==> src/rtl/javk_fetch_pkg.sv <==
// ============================================================================
// javk_fetch_pkg : fetch FSM state encoding and opcode length table
// Rev 1.0
// ============================================================================
`default_nettype none

package javk_fetch_pkg;

  typedef enum logic [2:0] {
    FS_OP    = 3'd0,
    FS_B1    = 3'd1,
    FS_B2    = 3'd2,
    FS_HOLD  = 3'd3,
    FS_DRAIN = 3'd4
  } fetch_state_t;

  localparam logic [1:0] LEN_1 = 2'd1;
  localparam logic [1:0] LEN_2 = 2'd2;
  localparam logic [1:0] LEN_3 = 2'd3;

  // Length class is opcode[7:6]; shared with decode so both agree on sizing.
  function automatic logic [1:0] len_from_class(input logic [1:0] cls);
    case (cls)
      2'b00:   return LEN_1;
      2'b01:   return LEN_2;
      default: return LEN_3;
    endcase
  endfunction

endpackage

`default_nettype wire

==> src/rtl/javk_fetch_len.sv <==
// ============================================================================
// javk_fetch_len : combinational opcode -> instruction length decoder
// Rev 1.0
// ============================================================================
`default_nettype none

module javk_fetch_len
  import javk_fetch_pkg::*;
(
  input  logic [7:0] op,
  output logic [1:0] len
);

  assign len = len_from_class(op[7:6]);

endmodule

`default_nettype wire

==> src/rtl/javk_fetch.sv <==
// ============================================================================
// javk_fetch : JAVK instruction fetch, byte reads assembled into 1-3 byte insns
// Rev 1.0
// ============================================================================
`default_nettype none

module javk_fetch
  import javk_fetch_pkg::*;
#(
  parameter logic [15:0] RESET_VEC = 16'h0000
) (
  input  logic        clk,
  input  logic        rst,
  output logic        bus_req,
  output logic [15:0] bus_addr,
  input  logic        bus_ack,
  input  logic [7:0]  bus_rdata,
  output logic        insn_valid,
  input  logic        insn_ready,
  output logic [7:0]  insn_op,
  output logic [15:0] insn_imm,
  output logic [1:0]  insn_len,
  output logic [15:0] insn_pc,
  input  logic        redir_valid,
  input  logic [15:0] redir_addr
);

  fetch_state_t state;
  logic [15:0]  pc;
  logic [15:0]  pc_inc;
  logic [1:0]   rdata_len;

  javk_fetch_len u_len (
    .op  (bus_rdata),
    .len (rdata_len)
  );

  assign pc_inc = pc + 16'd1;

  always_ff @(posedge clk or posedge rst) begin
    if (rst) begin
      state      <= FS_OP;
      pc         <= RESET_VEC;
      bus_req    <= 1'b0;
      bus_addr   <= RESET_VEC;
      insn_valid <= 1'b0;
      insn_op    <= 8'h00;
      insn_imm   <= 16'h0000;
      insn_len   <= 2'd0;
      insn_pc    <= 16'h0000;
    end else if (redir_valid) begin
      // Any partial instruction is dropped; an unacked read must still be drained.
      pc         <= redir_addr;
      insn_valid <= 1'b0;
      if (bus_req && !bus_ack) begin
        state <= FS_DRAIN;
      end else begin
        state    <= FS_OP;
        bus_req  <= 1'b1;
        bus_addr <= redir_addr;
      end
    end else begin
      case (state)
        FS_OP: begin
          if (!bus_req) begin
            bus_req  <= 1'b1;
            bus_addr <= pc;
          end else if (bus_ack) begin
            insn_op  <= bus_rdata;
            insn_len <= rdata_len;
            insn_pc  <= pc;
            insn_imm <= 16'h0000;
            pc       <= pc_inc;
            if (rdata_len == LEN_1) begin
              state      <= FS_HOLD;
              bus_req    <= 1'b0;
              insn_valid <= 1'b1;
            end else begin
              state    <= FS_B1;
              bus_addr <= pc_inc;
            end
          end
        end

        FS_B1: begin
          if (!bus_req) begin
            bus_req  <= 1'b1;
            bus_addr <= pc;
          end else if (bus_ack) begin
            insn_imm <= {8'h00, bus_rdata};
            pc       <= pc_inc;
            if (insn_len == LEN_2) begin
              state      <= FS_HOLD;
              bus_req    <= 1'b0;
              insn_valid <= 1'b1;
            end else begin
              state    <= FS_B2;
              bus_addr <= pc_inc;
            end
          end
        end

        FS_B2: begin
          if (!bus_req) begin
            bus_req  <= 1'b1;
            bus_addr <= pc;
          end else if (bus_ack) begin
            insn_imm[15:8] <= bus_rdata;
            pc             <= pc_inc;
            state          <= FS_HOLD;
            bus_req        <= 1'b0;
            insn_valid     <= 1'b1;
          end
        end

        FS_HOLD: begin
          if (insn_ready) begin
            insn_valid <= 1'b0;
            state      <= FS_OP;
            bus_req    <= 1'b1;
            bus_addr   <= pc;
          end
        end

        FS_DRAIN: begin
          // Stale data discarded; the next read follows back-to-back at the new pc.
          if (bus_ack) begin
            state    <= FS_OP;
            bus_req  <= 1'b1;
            bus_addr <= pc;
          end
        end

        default: begin
          state   <= FS_OP;
          bus_req <= 1'b0;
        end
      endcase
    end
  end

  ack_needs_req: assert property (@(posedge clk) disable iff (rst) bus_ack |-> bus_req);

endmodule

`default_nettype wire

==> config.mk <==
export PLATFORM = sky130hd
export DESIGN_NAME = javk_fetch
export DESIGN_NICKNAME = d
export VERILOG_FILES = /design/src/rtl/javk_fetch_pkg.sv /design/src/rtl/javk_fetch_len.sv /design/src/rtl/javk_fetch.sv
export SDC_FILE = /design/constraint.sdc
export NUM_CORES = 1
export LEC_CHECK = 0
export ABC_AREA = 0
export ABC_CLOCK_PERIOD_IN_PS = 6400
export CORE_ASPECT_RATIO = 1.25
export CORE_MARGIN = 2
export CORE_UTILIZATION = 57
export CTS_BUF_LIST = sky130_fd_sc_hd__clkbuf_8
export DETAILED_ROUTE_END_ITERATION = 10
export PLACE_DENSITY_LB_ADDON = 0.25
export RECOVER_POWER = 25
export SYNTH_ARGS = -nofsm -noshare
export SYNTH_HDL_FRONTEND = slang
export SYNTH_SLANG_ARGS = --single-unit
==> constraint.sdc <==
create_clock -name clk -period 6.4 [get_ports clk]
set_input_delay 1.28 -clock clk [delete_from_list [all_inputs] [get_ports clk]]
set_output_delay 1.28 -clock clk [all_outputs]
set_load 0.01 [all_outputs]
==> impl_summary.md <==
Run status
The flow ran to the end, and the final reports show no timing, DRC or antenna violations.

Drt
The first-pass iteration count of the detailed router is 5. The mean routed wirelength per cell is between 15 and 20 um. The post-detailed-routing wire length is around 9300 um. The overall via count from detail_route is ~3,400. The DRC violation total after the first TritonRoute iteration is between 200 and 300. The vias per cell is 5.926.

The detail route stage leaves a number of antenna-violating nets equal to 0. The count of unresolved DRC violations after routing is 0.

Setup path
The endpoint of the most critical register-to-register path is bus_addr[9]$_DFFE_PP0P_. The maximum fanout along the worst path is 37. Traced cell by cell, the critical path runs through clkdlybuf4s50_1, clkbuf_1, inv_2, nand2_1, o21ai_1, nor3_4, mux2_2. The worst setup path is captured at a flop. The startpoint type of the worst setup path is an input pin. The slowest stage of the critical path is the nor3_4 cell. In this run the critical register-to-register path is launched from state[2]$_DFFE_PP0P_.

The largest single stage delay on the critical path is between 800 and 900 ps. The critical path data arrival time is 4760 ps. The cell count of the worst reg-to-reg path is 5. In this run the register-to-register setup slack is about 3600 ps.

The kind of critical path is input pin to flop. The data required time of the critical path is 6640 ps.

Global routing
Entering global routing, the biggest net connects 80 pins. The total global-route track usage is ~26%. The total congestion overflow after global routing is 0. The first global-routing pass estimated roughly 16,000 um of wire.

The via count of the first global-routing pass is ~3,400. The initial antenna violation count was 0.

Cells and area
The footprint of the multi-input gates is ~0.0019 mm2. Counting the fill cells in the layout gives slightly above 500. The repair_antennas step left the layout with diodes totalling 0. In the final layout, the share of cells above drive strength 1 is under 10%. Relative to the synthesized area, the layout overhead comes to 26.88%. The combined flip-flop and latch cell area is around 0.0020 mm2.

Leaving out fill and tap cells, the most frequent cell in the layout is clkdlybuf4s50_1. For this run, the post-layout net count is 505. In the layout the commonest cells are clkdlybuf4s50_1 (87), dfrtp_1 (79), nand2_1 (61).

Timing
The number of max-slew violations in the final report was 0. The smallest clock period supported by the final layout is computed as 4515 ps. The count of final setup violators is 0. The tightest hold margin is between 400 and 500 ps. The count of endpoints failing hold in the final timing report was 0.

Clock skew on the completed layout was measured at 9.781 ps. Setup repair after global routing left no endpoint under its margin. The maximum clock frequency is 221.5 MHz.

The final setup TNS is 0 ps. In this run the tightest slew margin relative to its limit is 21.78%. The final critical-path share of the clock period is 70.55%. At the pin with the least slew margin, the transition time is around 1200 ps.

Hold path
The classification of the worst-slack hold path is flop to flop. The startpoint identified for the worst hold timing path is insn_imm[9]$_DFFE_PP0P_. Counting instances, the worst hold path has a depth of 2. The end point of the most critical hold path is insn_imm[9]$_DFFE_PP0P_.

Clock tree
The number of buffers created by CTS is 9. The number of hold buffers added after CTS is 0. The number of gates resized after CTS is 0. The CTS tree is done. After clock tree synthesis, the setup repair step added 0 buffers. After clock tree synthesis, the clock-pin slew on the worst setup and hold paths is ~80 ps. The deepest level of the CTS H-tree is 3. The cell sitting at the root of the clock tree is a clkbuf_8. The maximum buffer depth of the clock tree is 2.

The clock drives 79 sinks. The clock reaches the later pin of the worst-skew pair after 350 ps.

Synthesis
After synthesis, the mean cell area works out to between 10 and 15 um2. The synthesized netlist devotes 12.45% of its cell area to compound gates. The post-synthesis share of cell area spent on and, or, nand and nor gates is 18.83%. The yosys synthesis warning count is 0. Of the total synthesized cell area, the portion taken by full adders, half adders and majority gates is less than 1%. Of the post-synthesis cell area, the part taken by muxes is between 10 and 15%.

For this run, the leading register cell type out of synthesis is dfrtp_1. Summing the areas of all xor and xnor instances in the mapped netlist gives between 1.5 and 2% of the synthesized area. The count of mapped cells out of synthesis is 402. The sequential fraction of the synthesis area is roughly 49%.

The count of flip-flops with a built-in enable after synthesis is 0. After synthesis, the largest family of logic cells by area is simple AND/OR/NAND/NOR gates. The number of nets in the synthesized netlist is ~430. The cell area that synthesis handed to floorplanning was approximately 0.004 mm2. After synthesis, the share of flip-flops with an asynchronous set or reset is 100.0%.

The synthesized flop and latch total is between 70 and 80. In this run, distinct cell masters in the synthesized netlist total 52.

Die
The die footprint is between 0.007 and 0.008 mm2. In this run the core area contains 34 standard-cell rows. The starting density of the core is 58.26%.

The count of boundary I/O pins is 89. Measured along the y axis, the die boundary spans about 98 um. The core region is slightly below 0.007 mm2. The width of the die is 79.30 um.

Placement
The weighted congestion reported at the end of routability-driven placement is between 0.8 and 0.9. After legalization and detailed placement, the total HPWL measured ~6400 um. Input and output buffers added on the ports amount to ~90.

Power and ir drop
For this design the static power due to leakage is 2.130 nW. The highest ir drop seen on vdd is 197.3 uV. Dividing total power by cell area gives a power density of between 300 and 400 mW/mm2.

Run
Max-cap violations in this run came to 0.
-- worst max-delay path, delay by kind of cell --
kind	cells	cell delay (ps)
AOI/OAI and AO/OA	1	110
buffers and inverters	3	1870
muxes	1	420
and+or+nand+nor	2	1070
-- sequential cells by signal, summed over array words and instances (netlist names) --
name        count
bus_addr       16
insn_len        2
insn_valid      1
bus_req         1
insn_imm       16
state           3
insn_op         8
pc             16
insn_pc        16
-- Yosys cell counts (all sizes together), types with 7 or more instances --
cell type / instances / area share, %
a21oi: 10 / 1.2
a31oi: 11 / 1.7
and3: 8 / 1.2
buf: 12 / 1.7
clkbuf: 17 / 1.6
dfrtp: 79 / 49
mux2: 43 / 13
nand2: 61 / 5.7
nand3: 16 / 2.0
nor2: 22 / 2.2
nor3: 13 / 2.0
o21ai: 32 / 4.0
or3: 7 / 1.1
-- routing by layer --
metal,up-vias,track usage [%],wire length [um]
met2,115,42.70,4798
met3,16,5.360,443
met1,1660,32.18,3913
li1,1587,-,-
met4,0,11.41,163
met5,-,0,0
-- cell type report --
cell class              count  area share, %
repair buffers             91          17.55
flip-flops and latches     79          38.56
inverters                   6         0.4393
well taps                  90          2.197
multi-input cells         288          37.20
clock buffers              11          2.953
clock inverters             5          1.098
-- cell families after synthesis --
kind of cell,after synthesis
fa+ha+maj,2
simple gates,153
flops,79
buf+inv,35
mux,45
compound gates,79
xor+xnor,9
-- stage by stage --
step	utilization [%]	setup WS, ps	std cells	power, mW	area [um2]
6_report	73.93	1885	570	1.678	5126
3_3_place_gp	70.99	2470	554	1.293	4922
3_5_place_dp	70.99	2414	554	1.309	4922
2_1_floorplan	-	3097	402	1.009	4040
4_1_cts	73.98	2794	570	1.691	5130
5_1_grt	73.93	1761	570	1.772	5126
-- worst max path at each step --
stage | from | end | slack [ps] | cells after the start
floorplan | rst | bus_addr[0]$_DFFE_PP0P_ | 3100 | 1
global placement | redir_valid | bus_addr[10]$_DFFE_PP0P_ | 2470 | 7
detailed placement | redir_valid | bus_addr[9]$_DFFE_PP0P_ | 2410 | 7
CTS | redir_valid | bus_addr[9]$_DFFE_PP0P_ | 2790 | 7
global route | redir_valid | bus_addr[9]$_DFFE_PP0P_ | 1760 | 7
finish | redir_valid | bus_addr[9]$_DFFE_PP0P_ | 1880 | 7
-- power by group --
part | internal, mW | leakage [nW] | switching [mW]
Clock | 0.201 | 0.105 | 0.180
Sequential | 0.625 | 0.968 | 0.0951
Combinational | 0.337 | 1.06 | 0.240
Total | 1.16 | 2.13 | 0.516
(Power assumes the default switching activity.)
